==> config.mk <==
export PLATFORM = sky130hd
export DESIGN_NAME = alu_muldiv_flat
export DESIGN_NICKNAME = d
export VERILOG_FILES = /design/src/rtl/alu_muldiv_if.sv /design/src/rtl/alu_muldiv.sv /design/src/flat_wrapper.sv
export SDC_FILE = /design/constraint.sdc
export NUM_CORES = 1
export LEC_CHECK = 0
export ABC_AREA = 0
export CORE_MARGIN = 2
export CORE_UTILIZATION = 38
export CTS_CLUSTER_DIAMETER = 80
export DETAILED_ROUTE_END_ITERATION = 8
export HOLD_SLACK_MARGIN = 0.02
export REMOVE_ABC_BUFFERS = 1
export SYNTH_ARGS = -nofsm -noshare
export SYNTH_HDL_FRONTEND = slang
export SYNTH_SLANG_ARGS = --single-unit
==> constraint.sdc <==
create_clock -name clk -period 6.44 [get_ports clk]
set_clock_uncertainty 0.2 [all_clocks]
set_input_delay 1.932 -clock clk [delete_from_list [all_inputs] [get_ports clk]]
set_output_delay 1.932 -clock clk [all_outputs]
set_load 0.05 [all_outputs]
==> src/rtl/alu_muldiv_if.sv <==
// Handshake bus for alu_muldiv: operation request channel plus result channel.
interface alu_muldiv_if #(
  parameter int WIDTH = 32
);
  logic             in_valid;
  logic             in_ready;
  logic [3:0]       op;
  logic [WIDTH-1:0] a;
  logic [WIDTH-1:0] b;
  logic             out_valid;
  logic             out_ready;
  logic [WIDTH-1:0] res_lo;
  logic [WIDTH-1:0] res_hi;
  logic             co;
  logic             zero;
  logic             overflow;
  logic             dz;
  logic             illegal;

  // Requester side: drives operations, consumes results.
  modport master (
    output in_valid, op, a, b, out_ready,
    input  in_ready, out_valid, res_lo, res_hi, co, zero, overflow, dz, illegal
  );

  // ALU side: accepts operations, produces results.
  modport slave (
    input  in_valid, op, a, b, out_ready,
    output in_ready, out_valid, res_lo, res_hi, co, zero, overflow, dz, illegal
  );
endinterface

==> src/rtl/alu_muldiv.sv <==
// Integer ALU with single-cycle logic/arith/shift ops and iterative
// unsigned multiply (shift-add) and divide (restoring), one bit per cycle.
module alu_muldiv #(
  parameter int WIDTH = 32
) (
  input  logic       clk,
  input  logic       rst_n,
  alu_muldiv_if.slave bus
);
  localparam int SW = $clog2(WIDTH);
  localparam int CW = SW + 1;

  localparam logic [1:0] S_IDLE = 2'd0;
  localparam logic [1:0] S_BUSY = 2'd1;
  localparam logic [1:0] S_DONE = 2'd2;

  localparam logic [3:0] OP_AND  = 4'd0;
  localparam logic [3:0] OP_OR   = 4'd1;
  localparam logic [3:0] OP_ADD  = 4'd2;
  localparam logic [3:0] OP_XOR  = 4'd3;
  localparam logic [3:0] OP_NOR  = 4'd4;
  localparam logic [3:0] OP_SRL  = 4'd5;
  localparam logic [3:0] OP_SUB  = 4'd6;
  localparam logic [3:0] OP_SLT  = 4'd7;
  localparam logic [3:0] OP_SLTU = 4'd8;
  localparam logic [3:0] OP_SLL  = 4'd9;
  localparam logic [3:0] OP_SRA  = 4'd10;
  localparam logic [3:0] OP_MULU = 4'd11;
  localparam logic [3:0] OP_DIVU = 4'd12;

  localparam logic [WIDTH-1:0] ILLEGAL_PATTERN = {(WIDTH/8){8'hA5}};

  logic [1:0]       state_q, state_d;
  logic [CW-1:0]    cnt_q, cnt_d;
  logic [WIDTH-1:0] hi_q, hi_d;      // mul: upper partial product; div: remainder
  logic [WIDTH-1:0] lo_q, lo_d;      // mul: multiplier/lower product; div: dividend/quotient
  logic [WIDTH-1:0] opnd_q, opnd_d;  // multiplicand or divisor
  logic             is_div_q, is_div_d;
  logic [WIDTH-1:0] res_lo_q, res_lo_d;
  logic [WIDTH-1:0] res_hi_q, res_hi_d;
  logic             co_q, co_d;
  logic             zero_q, zero_d;
  logic             ovf_q, ovf_d;
  logic             dz_q, dz_d;
  logic             ill_q, ill_d;

  logic             accept;
  logic             is_sub;
  logic [WIDTH-1:0] b_adj;
  logic [WIDTH:0]   sum;
  logic [SW-1:0]    shamt;
  logic [WIDTH-1:0] alu_res;
  logic             alu_co;
  logic             alu_ovf;
  logic             alu_ill;

  logic [WIDTH:0]   mul_sum;
  logic [WIDTH:0]   div_shift;
  logic             div_ge;
  logic [WIDTH-1:0] div_diff;
  logic [WIDTH-1:0] step_hi;
  logic [WIDTH-1:0] step_lo;

  assign bus.in_ready  = (state_q == S_IDLE) && rst_n;
  assign bus.out_valid = (state_q == S_DONE);
  assign bus.res_lo    = res_lo_q;
  assign bus.res_hi    = res_hi_q;
  assign bus.co        = co_q;
  assign bus.zero      = zero_q;
  assign bus.overflow  = ovf_q;
  assign bus.dz        = dz_q;
  assign bus.illegal   = ill_q;

  assign accept = bus.in_valid && bus.in_ready;

  // Single-cycle datapath: shared adder for ADD/SUB, logic, compares, shifts.
  always_comb begin
    // NOTE: every output of a combinational block gets a default first so no path leaves it unassigned and infers a latch.
    is_sub  = (bus.op == OP_SUB);
    b_adj   = bus.b ^ {WIDTH{is_sub}};
    sum     = {1'b0, bus.a} + {1'b0, b_adj} + {{WIDTH{1'b0}}, is_sub};
    shamt   = bus.b[SW-1:0];
    alu_res = '0;
    alu_co  = 1'b0;
    alu_ovf = 1'b0;
    alu_ill = 1'b0;
    case (bus.op)
      OP_AND:  alu_res = bus.a & bus.b;
      OP_OR:   alu_res = bus.a | bus.b;
      OP_XOR:  alu_res = bus.a ^ bus.b;
      OP_NOR:  alu_res = ~(bus.a | bus.b);
      OP_ADD, OP_SUB: begin
        alu_res = sum[WIDTH-1:0];
        alu_co  = sum[WIDTH];
        alu_ovf = (bus.a[WIDTH-1] == b_adj[WIDTH-1]) && (sum[WIDTH-1] != bus.a[WIDTH-1]);
      end
      OP_SLT:  alu_res = {{(WIDTH-1){1'b0}}, ($signed(bus.a) < $signed(bus.b))};
      OP_SLTU: alu_res = {{(WIDTH-1){1'b0}}, (bus.a < bus.b)};
      OP_SLL:  alu_res = bus.a << shamt;
      OP_SRL:  alu_res = bus.a >> shamt;
      OP_SRA:  alu_res = $signed(bus.a) >>> shamt;
      OP_MULU, OP_DIVU: alu_res = '0;
      default: begin
        alu_res = ILLEGAL_PATTERN;
        alu_ill = 1'b1;
      end
    endcase
  end

  // One iteration of shift-add multiply or restoring divide.
  always_comb begin
    mul_sum   = {1'b0, hi_q} + (lo_q[0] ? {1'b0, opnd_q} : {(WIDTH+1){1'b0}});
    div_shift = {hi_q, lo_q[WIDTH-1]};
    div_ge    = (div_shift >= {1'b0, opnd_q});
    // The true difference fits in WIDTH bits whenever div_ge holds.
    div_diff  = div_shift[WIDTH-1:0] - opnd_q;
    if (is_div_q) begin
      step_hi = div_ge ? div_diff : div_shift[WIDTH-1:0];
      step_lo = {lo_q[WIDTH-2:0], div_ge};
    end else begin
      step_hi = mul_sum[WIDTH:1];
      step_lo = {mul_sum[0], lo_q[WIDTH-1:1]};
    end
  end

  // FSM and next-state for operand, counter and result registers.
  always_comb begin
    state_d  = state_q;
    cnt_d    = cnt_q;
    hi_d     = hi_q;
    lo_d     = lo_q;
    opnd_d   = opnd_q;
    is_div_d = is_div_q;
    res_lo_d = res_lo_q;
    res_hi_d = res_hi_q;
    co_d     = co_q;
    zero_d   = zero_q;
    ovf_d    = ovf_q;
    dz_d     = dz_q;
    ill_d    = ill_q;
    case (state_q)
      S_IDLE: begin
        if (accept) begin
          if (bus.op == OP_MULU || bus.op == OP_DIVU) begin
            state_d  = S_BUSY;
            cnt_d    = CW'(WIDTH);
            hi_d     = '0;
            lo_d     = bus.a;
            opnd_d   = bus.b;
            is_div_d = (bus.op == OP_DIVU);
          end else begin
            state_d  = S_DONE;
            res_lo_d = alu_res;
            res_hi_d = '0;
            co_d     = alu_co;
            zero_d   = (alu_res == '0);
            ovf_d    = alu_ovf;
            dz_d     = 1'b0;
            ill_d    = alu_ill;
          end
        end
      end
      S_BUSY: begin
        hi_d  = step_hi;
        lo_d  = step_lo;
        cnt_d = cnt_q - CW'(1);
        if (cnt_q == CW'(1)) begin
          state_d  = S_DONE;
          res_lo_d = step_lo;
          res_hi_d = step_hi;
          co_d     = 1'b0;
          zero_d   = (step_lo == '0);
          ovf_d    = 1'b0;
          dz_d     = is_div_q && (opnd_q == '0);
          ill_d    = 1'b0;
        end
      end
      S_DONE: begin
        if (bus.out_ready) state_d = S_IDLE;
      end
      default: state_d = S_IDLE;
    endcase
  end

  // State registers with synchronous active-low reset clearing everything.
  always_ff @(posedge clk) begin
    // NOTE: sequential state uses non-blocking assignments so all flops update together from pre-edge values.
    if (!rst_n) begin
      state_q  <= S_IDLE;
      cnt_q    <= '0;
      hi_q     <= '0;
      lo_q     <= '0;
      opnd_q   <= '0;
      is_div_q <= 1'b0;
      res_lo_q <= '0;
      res_hi_q <= '0;
      co_q     <= 1'b0;
      zero_q   <= 1'b0;
      ovf_q    <= 1'b0;
      dz_q     <= 1'b0;
      ill_q    <= 1'b0;
    end else begin
      state_q  <= state_d;
      cnt_q    <= cnt_d;
      hi_q     <= hi_d;
      lo_q     <= lo_d;
      opnd_q   <= opnd_d;
      is_div_q <= is_div_d;
      res_lo_q <= res_lo_d;
      res_hi_q <= res_hi_d;
      co_q     <= co_d;
      zero_q   <= zero_d;
      ovf_q    <= ovf_d;
      dz_q     <= dz_d;
      ill_q    <= ill_d;
    end
  end
endmodule

==> src/flat_wrapper.sv <==
// flat-port wrapper written by rule: the top's interface ports become plain ports
module alu_muldiv_flat 
#(
  parameter int WIDTH = 32
)
  (clk, rst_n, bus_in_valid, bus_op, bus_a, bus_b, bus_out_ready, bus_in_ready, bus_out_valid, bus_res_lo, bus_res_hi, bus_co, bus_zero, bus_overflow, bus_dz, bus_illegal);
  alu_muldiv_if #(.WIDTH(WIDTH)) bus_i ();
  input  logic clk;
  input  logic rst_n;
  input wire logic [$bits(bus_i.in_valid)-1:0] bus_in_valid;
  input wire logic [$bits(bus_i.op)-1:0] bus_op;
  input wire logic [$bits(bus_i.a)-1:0] bus_a;
  input wire logic [$bits(bus_i.b)-1:0] bus_b;
  input wire logic [$bits(bus_i.out_ready)-1:0] bus_out_ready;
  output wire logic [$bits(bus_i.in_ready)-1:0] bus_in_ready;
  output wire logic [$bits(bus_i.out_valid)-1:0] bus_out_valid;
  output wire logic [$bits(bus_i.res_lo)-1:0] bus_res_lo;
  output wire logic [$bits(bus_i.res_hi)-1:0] bus_res_hi;
  output wire logic [$bits(bus_i.co)-1:0] bus_co;
  output wire logic [$bits(bus_i.zero)-1:0] bus_zero;
  output wire logic [$bits(bus_i.overflow)-1:0] bus_overflow;
  output wire logic [$bits(bus_i.dz)-1:0] bus_dz;
  output wire logic [$bits(bus_i.illegal)-1:0] bus_illegal;
  assign bus_i.in_valid = bus_in_valid;
  assign bus_i.op = bus_op;
  assign bus_i.a = bus_a;
  assign bus_i.b = bus_b;
  assign bus_i.out_ready = bus_out_ready;
  assign bus_in_ready = bus_i.in_ready;
  assign bus_out_valid = bus_i.out_valid;
  assign bus_res_lo = bus_i.res_lo;
  assign bus_res_hi = bus_i.res_hi;
  assign bus_co = bus_i.co;
  assign bus_zero = bus_i.zero;
  assign bus_overflow = bus_i.overflow;
  assign bus_dz = bus_i.dz;
  assign bus_illegal = bus_i.illegal;
  alu_muldiv #(.WIDTH(WIDTH)) u_core (.clk(clk), .rst_n(rst_n), .bus(bus_i));
endmodule
**Word level (Yosys, flattened, before mapping)**

Cells that the tools add are included.

- Input port bits: 72
- Output and inout bits: 71
- Memories kept: 0
- Latch bits: 0
- Logic and storage cells: 117
- RAM bits: 0
- Memory bits (read-only): 0
- Flip-flop bits (word level): 174

- Equal/unequal tests: 22
- Order comparisons: 3
- Multiplexer cells: 48
- $mul: 0
- Add/subtract/negate cells: 5
- Shifts and indexed selects: 3
- Bitwise logic cells: 5
- Reduce and logical (&&, ||, !) cells: 18
- Divide/modulo/power cells: 0

Operator list:

| operator | count |
|---|---|
| $mux 32 | 14 |
| $pmux 32 s11 | 1 |
| $pmux 32 s2 | 4 |
| $logic_not 32->1 | 3 |
| $lt 32x32->1 | 2 |
| $xor 32x32->32 | 2 |
| $add 32x32->33 | 1 |
| $add 32x33->33 | 1 |
| $add 33x1->33 | 1 |
| $ge 33x32->1 | 1 |
| $and 32x32->32 | 1 |
| $not 32->32 | 1 |
| $or 32x32->32 | 1 |
| $shl 32x5->32 | 1 |
| $shr 32x5->32 | 1 |
| $sshr 32x5->32 | 1 |
| $sub 32x32->32 | 1 |
| $eq 4x4->1 const B | 5 |
| $eq 4x3->1 const B | 4 |
| $mux 1 | 16 |
| $reduce_or 13->1 | 1 |
| $mux 6 | 2 |
| $pmux 6 s2 | 1 |
| $pmux 1 s2 | 5 |
| other kinds (20) | 33 |

**Logic depth before layout (Yosys ltp)**

Gate-level depths: netlist of the first run.

- Word-level depth: 10
- Depth in mapped cells: 19
- Depth with buffers taken out: 15

**Worst setup path after synthesis of the first run**

No wires, ideal clock.

- Kind: input to register
- From: input bus_b[2]
- To: register u_core.zero_q, in the netlist u_core.bus.zero
- Required time: 6,183 ps
- Setup slack: 400 ps
- Data arrival time: 5,782 ps
- Setup time: 57 ps
- Path buffers: 4
- Stages: 18
- Cells stage by stage: buf_2 > buf_2 > inv_1 > buf_2 > buf_1 > xnor2_1 > ha_1 > and4_1 > a2111o_1 > and4_4 > nor2_4 > xor2_1 > o22ai_1 > nor4b_1 > nand4b_1 > or4_1 > a2111oi_2 > a21o_1

- Word-level cells in the longest chain between the ends: 8
- Elaborated cells on any way between the ends: 17
- Those cells by class: add/sub: 2; order compare: 2; shift: 3; mux: 4; bitwise: 5; reduce/logical: 1

Ends and longest elaborated chain:

| item | RTL line | text |
|---|---|---|
| start: declaration | flat_wrapper.sv:13 | `input wire logic [$bits(bus_i.b)-1:0] bus_b;` |
| $xor 32x32->32 | alu_muldiv.sv:80 | `b_adj = bus.b ^ {WIDTH{is_sub}};` |
| $add 32x32->33 | alu_muldiv.sv:81 | `sum = {1'b0, bus.a} + {1'b0, b_adj} + {{WIDTH{1'b0}}, is_sub};` |
| $add 33x1->33 | alu_muldiv.sv:81 |  |
| $pmux 32 s11 * | alu_muldiv.sv:87 | `case (bus.op)` |
| $logic_not 32->1 * | alu_muldiv.sv:156 | `zero_d = (alu_res == '0);` |
| $mux 1 * | alu_muldiv.sv:144 | `if (bus.op == OP_MULU \|\| bus.op == OP_DIVU) begin` |
| $mux 1 * | alu_muldiv.sv:143 | `if (accept) begin` |
| $pmux 1 s2 * | alu_muldiv.sv:141 | `case (state_q)` |
| end signal: assignment | alu_muldiv.sv:212 | `zero_q <= zero_d;` |
| end: declaration | alu_muldiv.sv:42 | `logic zero_q, zero_d;` |

Every way passes the cells marked *; elsewhere a longest branch is shown, timed or not. The select of a mux whose other input is x is not followed.
A chain may end at the register's enable or synchronous reset.

**Worst setup path in the final report of the first run**

- From: input bus_op[3]
- To: register u_core.zero_q, in the netlist u_core.bus.zero

- Word-level cells in the longest chain between the ends: 9
- Elaborated cells on any way between the ends: 26
- Those cells by class: add/sub: 2; eq/ne: 13; mux: 4; bitwise: 1; reduce/logical: 6

Ends and longest elaborated chain:

| item | RTL line | text |
|---|---|---|
| start: declaration | flat_wrapper.sv:11 | `input wire logic [$bits(bus_i.op)-1:0] bus_op;` |
| $eq 4x3->1 | alu_muldiv.sv:79, alu_muldiv.sv:87 |  |
| $xor 32x32->32 | alu_muldiv.sv:80 |  |
| $add 32x32->33 | alu_muldiv.sv:81 |  |
| $add 33x1->33 | alu_muldiv.sv:81 |  |
| $pmux 32 s11 | alu_muldiv.sv:87 |  |
| $logic_not 32->1 | alu_muldiv.sv:156 |  |
| $mux 1 | alu_muldiv.sv:144 |  |
| $mux 1 | alu_muldiv.sv:143 |  |
| $pmux 1 s2 | alu_muldiv.sv:141 |  |

Parallel ways exist; a longest one is shown, timed or not. The select of a mux whose other input is x is not followed.

==> run_results.csv, run 1 <==
group,metric,value,unit
synthesis,synthArstFlopShare,0,%
cts,cts_tree,"done",
synthesis,netlist_top_cells_area,"dfxtp_1, ha_1, a21oi_1",
worst_hold_path,min_to,"u_core.bus.res_hi[18]$_SDFFE_PN0P_",
cts,htreeDepth,4,
synthesis,synth_commonest_cells,"nand2_1, a21oi_1, nor2_1, ha_1, dfxtp_1",
status,status,"completed",
power,p_per_area,153.4,nW/um^2
global_routing,antenna_found_initial,0,
power,leakage,10.57,nW
worst_hold_path,worst_hold_path.num_cells,2,
global_routing,grt_pass1_wl,147000,um
drt,route.met3.wl,7433,um
synthesis,synth_edf_count,0,
cells_and_area,fill_cells,5413,
drt,routed.top_layer,"met4",
floorplanning,rows,85,
cts,clkSlewWorstSetupHoldPaths,0.07,ns
critical_path,regToRegStartpoint,"u_core.lo_q[0]$_SDFFE_PN0P_",
timing,hold_viol,0,
synthesis,synth_most_common_cell,"nand2_1",
critical_path,criticalPathCategory,"in2reg",
timing,max_freq,158.4,MHz
cells_and_area,nets,3339,
floorplanning,die_y,238.3,um
timing,timing.slew.headroom,20.90,%
global_routing,grt_pass1_vias,22707,
floorplanning,die_w,238.3,um
power,ir_drop,0.2165,mV
synthesis,ys.flop_type,"dfxtp_1",
timing,slew_viol_final,0,
synthesis,ys_seq_area_share,16.70,%
placed_design,dp_cells,3735,
drt,viasPerCell,6.302,
critical_path,crit_fanout,5,
cells_and_area,num_antenna_cells,0,
power,total_power,0.003890,W
timing,final-setup-viol-count,0,
worst_hold_path,hold_class,"reg2reg",
cts,cts_root_buffer,"clkbuf_16",
floorplanning,dieArea,56780,um^2
drt,dr.pass1.iters,6,
cells_and_area,drive_above_1_share,15.32,%
cts,clock_sinks,174,
drt,met1Wirelength,40980,um
global_routing,grt_overflow,0,
drt,vias,23765,
timing,period_share,98.03,%
synthesis,yosys.area.top_type,"dfxtp_1",
timing,worst_slew_pin_slew,1.185,ns
synthesis,synth.ff_latch_count,174,
floorplanning,ios,143,
global_routing,grt_max_degree,91,
drt,wl,100300,um
cells_and_area,instances_no_fill,3771,
cts,insertion_delay,0.46,ns
drt,wl_per_cell,26.61,um
drt,drt_iter0_markers,2554,
synthesis,yosysWarnings,0,
critical_path,ff2ff_path_depth,14,
drt,wl_met2,46850,um
floorplanning,start_util,38.61,%
synthesis,synth_top_area_share,16.70,%
cts,clock_tree.buffer_depth,2,
critical_path,crit_path_end_kind,"flop",
critical_path,critPathLaunchType,"input pin",
flow_run,cap_violations,0,
critical_path,r2r_end,"u_core.hi_q[31]$_SDFFE_PN0P_",
synthesis,synth_cells,2786,
worst_hold_path,min_from,"u_core.bus.res_hi[18]$_SDFFE_PN0P_",
timing,fin_hold_ws,0.2632,ns
critical_path,crit_required,6.64,ns
critical_path,arrival,6.52,ns
critical_path,rrSetupSlack,1.03,ns
placed_design,hpwl,80140,um
drt,drc,0,
synthesis,ys_types,104,
synthesis,postSynthAreaPerCell,7.487,um^2
cells_and_area,area_growth,21.60,%
cells_and_area,finalCoreUtilization,46.95,%
placed_design,gp_congestion,1.045,
drt,ant_nets,0,
global_routing,grt.total_usage,34.43,%
synthesis,syn_area,20860,um^2
floorplanning,core,54030,um^2
timing,min_period,6.313,ns
placed_design,io_buffer_count,142,
cts,cts_buffers,17,
-- worst max-delay path, stage by stage --
cell and delay [ns]:
clkdlybuf4s50_1 0.49, buf_4 0.20, and4bb_4 0.39, buf_4 0.14, xnor2_1 0.06, ha_1 0.37
a21oi_1 0.14, o21ai_0 0.46, a21o_1 0.26, a2111oi_4 0.09, nor2_2 0.27, buf_4 0.17
a211oi_1 0.07, a311oi_1 0.33, buf_4 0.18, nand2_1 0.04, or4_1 0.52, a2111oi_2 0.24
a21o_1 0.16
-- repair_timing --
| action | CTS | global route |
|---|---|---|
| endpoints found under the setup margin | 1 | 1 |
| buffers inserted | 0 | 3 |
| resized for setup | 1 | 1 |
| hold buffers | 0 | 0 |
| gates cloned | 0 | 1 |
| pin swaps | 0 | 2 |
-- worst max path at each step --
stage               slack (ns)                            endpoint       from
finish                    0.13        u_core.bus.zero$_SDFFE_PN0P_  bus_op[3]
global route            -0.006        u_core.bus.zero$_SDFFE_PN0P_  bus_op[3]
CTS                       0.04        u_core.bus.zero$_SDFFE_PN0P_  bus_op[3]
detailed placement       -0.50        u_core.bus.zero$_SDFFE_PN0P_  bus_op[3]
global placement         -0.46        u_core.bus.zero$_SDFFE_PN0P_  bus_op[3]
floorplan                -0.95  u_core.bus.res_hi[14]$_SDFFE_PN0P_      rst_n
-- flip-flops by register name, summed over array words and instances (netlist names) --
register / count
u_core.bus.zero: 1
u_core.hi_q: 32
u_core.bus.co: 1
u_core.state_q: 2
u_core.cnt_q: 6
u_core.bus.dz: 1
u_core.bus.res_hi: 32
u_core.opnd_q: 32
u_core.bus.res_lo: 32
u_core.is_div_q: 1
u_core.lo_q: 32
u_core.bus.overflow: 1
u_core.bus.illegal: 1
-- metal layers --
| layer | up-vias | track usage [%] |
|---|---|---|
| met5 | - | 0 |
| met2 | 1243 | 57.66 |
| met1 | 11505 | 43.92 |
| met3 | 220 | 4.257 |
| li1 | 10797 | - |
| met4 | 0 | 16.33 |
-- layout make-up --
type                            count  area (um^2)  share of cell area [%]
Multi-Input combinational cell   2274        16010                   63.14
Timing Repair Buffer              460         3911                   15.42
Sequential cell                   174         3487                   13.75
Tap cell                          696        870.8                   3.433
Inverter                          135        513.0                   2.022
Clock buffer                       19        442.9                   1.746
Clock inverter                     13        125.1                  0.4933
-- stage by stage --
stage / setup slack (ns) / setup TNS [ns] / instance area (um^2)
floorplan: -0.9513 / -29.53 / 19930
CTS: 0.04405 / 0 / 25330
global route: -0.006095 / -0.006095 / 25360
global placement: -0.4552 / -1.447 / 24760
detailed placement: -0.4981 / -2.160 / 24760
finish: 0.1272 / 0 / 25360
-- kinds of logic after synthesis --
| logic type | Yosys count | synth area share (%) |
|---|---|---|
| xor gates and xnor gates | 101 | 4.241 |
| AOI/OAI and AO/OA | 894 | 28.15 |
| adders and majority gates | 205 | 12.40 |
| and+or+nand+nor | 898 | 20.33 |
| DFF | 174 | 16.70 |
| muxes | 175 | 11.27 |
| buffers and inverters | 339 | 6.904 |
-- report_power, final --
part           switching (W)  total (W)  leakage [nW]  internal, W
Sequential         0.0000345    0.00114          1.41      0.00110
Clock               0.000481    0.00103         0.276     0.000550
Combinational        0.00104    0.00172          8.89     0.000680
Total                0.00156    0.00389          10.6      0.00233
-- cell usage in the layout (no fill, tap or decap), types with 58 or more instances in the layout --
| cell | n |
|---|---|
| a211oi_1 | 73 |
| o21ai_0 | 169 |
| xnor2_1 | 74 |
| a21oi_1 | 265 |
| dfxtp_1 | 173 |
| o211ai_1 | 58 |
| inv_1 | 130 |
| ha_1 | 202 |
| clkdlybuf4s50_1 | 136 |
| nor2_1 | 243 |
| nand2_1 | 302 |
| buf_4 | 311 |
| nor3_1 | 63 |
| mux2i_1 | 98 |
Note: power is estimated with default switching activity, not from simulation.
==> run 2, diff against run 1 <==
--- a/config.mk
+++ b/config.mk
@@ -11,6 +11,7 @@
 export CTS_CLUSTER_DIAMETER = 80
 export DETAILED_ROUTE_END_ITERATION = 8
 export HOLD_SLACK_MARGIN = 0.02
+export MAX_ROUTING_LAYER = met4
 export REMOVE_ABC_BUFFERS = 1
 export SYNTH_ARGS = -nofsm -noshare
 export SYNTH_HDL_FRONTEND = slang
==> run 2 against run 1 <==
Effect of this change: first-iteration DRC count rose by 3.0%; flip-flop and latch count did not move; combinational power barely moved; sequential power barely moved; worst hold slack got worse by 0.0073 ns; critical path type unchanged; critical endpoint unchanged.
==> run_results.csv, run 2 (same netlist as run 1, synthesis figures left out) <==
group,metric,value,unit
timing,rsz0062_at_grt,"no",
global_routing,antenna_found_initial,3,
cts,clock_sinks,174,
drt,wl_per_cell,26.38,um
critical_path,slowest_stage,"clkdlybuf4s50_1",
cts,clock_tree.buffer_depth,2,
placed_design,placed_cell_area,24820,um^2
floorplanning,dieArea,56780,um^2
drt,wl,99520,um
global_routing,grt_max_degree,91,
drt,vias,23816,
critical_path,crit_fanout,5,
cells_and_area,nets,3340,
cells_and_area,layout_common_cells,"buf_4, nand2_1, a21oi_1",
power,p_per_area,153.9,nW/um^2
timing,hold_viol,0,
timing,worst_slew_pin_slew,1.140,ns
cts,cts_tree,"done",
cts,insertion_delay,0.46,ns
cts,clkSlewWorstSetupHoldPaths,0.07,ns
cts,cts_root_buffer,"clkbuf_16",
timing,max_freq,157.6,MHz
cells_and_area,final_common_cell,"buf_4",
critical_path,criticalPathCategory,"in2reg",
cells_and_area,design_area,25420,um^2
floorplanning,ios,143,
drt,drc,0,
critical_path,crit_path_end_kind,"flop",
drt,viasPerCell,6.312,
global_routing,grt_pass1_wl,146500,um
critical_path,cp_common_cell,"buf_4",
cells_and_area,area_growth,21.88,%
flow_run,cap_violations,0,
floorplanning,core,54030,um^2
cells_and_area,drive_above_1_share,15.41,%
power,ir_drop,0.2044,mV
drt,drt_iter0_markers,2630,
critical_path,crit_required,6.65,ns
cells_and_area,instances_no_fill,3773,
timing,fin_hold_ws,0.2559,ns
drt,ant_nets,0,
global_routing,grt_pass1_vias,22622,
placed_design,hpwl,79910,um
floorplanning,rows,85,
placed_design,io_buffer_count,142,
critical_path,worstPathCellList,"clkdlybuf4s50_1 -> buf_4 -> and4bb_2 -> buf_4 -> buf_4 -> xnor2_1 -> ha_1 -> a21oi_1 -> nand2_1 -> xnor2_1 -> o221ai_1 -> a311oi_1 -> buf_4 -> o2111ai_1 -> nor3_1 -> nand4b_1 -> or4_1 -> a2111oi_2 -> a21o_1",
timing,fin_ws,0.09590,ns
timing,final-setup-viol-count,0,
drt,dr.pass1.iters,6,
global_routing,grt.total_usage,35.29,%
floorplanning,start_util,38.61,%
timing,slew_viol_final,0,
floorplanning,die_w,238.3,um
critical_path,critPathLaunchType,"input pin",
timing,min_period,6.344,ns
placed_design,dp_cells,3740,
critical_path,cp_slowest_stage_delay,0.58,ns
critical_path,arrival,6.55,ns
global_routing,grt_overflow,0,
floorplanning,die_y,238.3,um
cells_and_area,finalCoreUtilization,47.05,%
cts,cts_buffers,17,
cts,cts_setup_buffers,0,
placed_design,dp_slack,-0.3422,ns
timing,period_share,98.51,%
cts,htreeDepth,4,
worst_hold_path,hold_class,"reg2reg",
power,leakage,10.60,nW
timing,timing.slew.headroom,23.53,%
status,status,"completed",
placed_design,gp_congestion,1.089,
cts,cts_hold_buf,0,
## run 2: cell types whose count changed in the layout (fill, tap and decap cells not counted), sizes merged
cell,delta
diode,+1
buf,+2
and4bb,-1
clkinv,-1
clkbuf,+1
## run 2: cell type report
class	instances	area (um^2)
Antenna cell	1	2.502
Clock buffer	20	456.7
Clock inverter	12	125.1
Fill cell	5350	28600
Inverter	135	513.0
Multi-Input combinational cell	2273	16010
Sequential cell	174	3487
Tap cell	696	870.8
Timing Repair Buffer	462	3959
## run 2: power breakdown
group          switching [W]  internal, W  leakage (nW)  total [W]
Sequential         0.0000335      0.00110          1.41    0.00114
Combinational        0.00104     0.000685          8.91    0.00173
Clock               0.000488     0.000563         0.282    0.00105
## run 2: what timing repair did
item	4_1_cts	5_1_grt
setup endpoints to repair	0	1
hold endpoints to repair	0	0
resized for setup	0	6
## run 2: through the flow
stage	power (W)	setup TNS [ns]
final	0.003913	0
after global routing	0.004070	0
after CTS	0.003884	0
after detailed placement	0.002833	-0.8031
after global placement	0.002828	-0.2959
after floorplan	0.002002	-29.53
## run 2: worst max-delay path: cells and delay by family
kind / cells / cell delay [ns]
XOR/XNOR: 2 / 0.50
AND/OR/NAND/NOR: 5 / 1.28
buffers and inverters: 5 / 1.27
adder cells (fa/ha/maj): 1 / 0.29
AO/OA/AOI/OAI: 6 / 1.26
## run 2: per-layer routing
metal	vias to the layer above	part of all wire, %	track usage [%]
met5	-	0	-
met4	0	4.9	15.87
met3	243	7.1	3.274
met2	1216	47	57.43
met1	11553	41	44.45
li1	10804	-	-
## run 2: path summary, 6_finish.rpt
check	startpoint	to	slack, ns	depth (start not counted)
max	bus_op[3]	u_core.bus.zero$_SDFFE_PN0P_	0.1	19
min	u_core.bus.res_hi[24]$_SDFFE_PN0P_	u_core.bus.res_hi[24]$_SDFFE_PN0P_	0.26	2
max reg2reg	u_core.lo_q[0]$_SDFFE_PN0P_	u_core.hi_q[31]$_SDFFE_PN0P_	1.24	14
min reg2reg	u_core.bus.res_hi[24]$_SDFFE_PN0P_	u_core.bus.res_hi[24]$_SDFFE_PN0P_	0.26	2
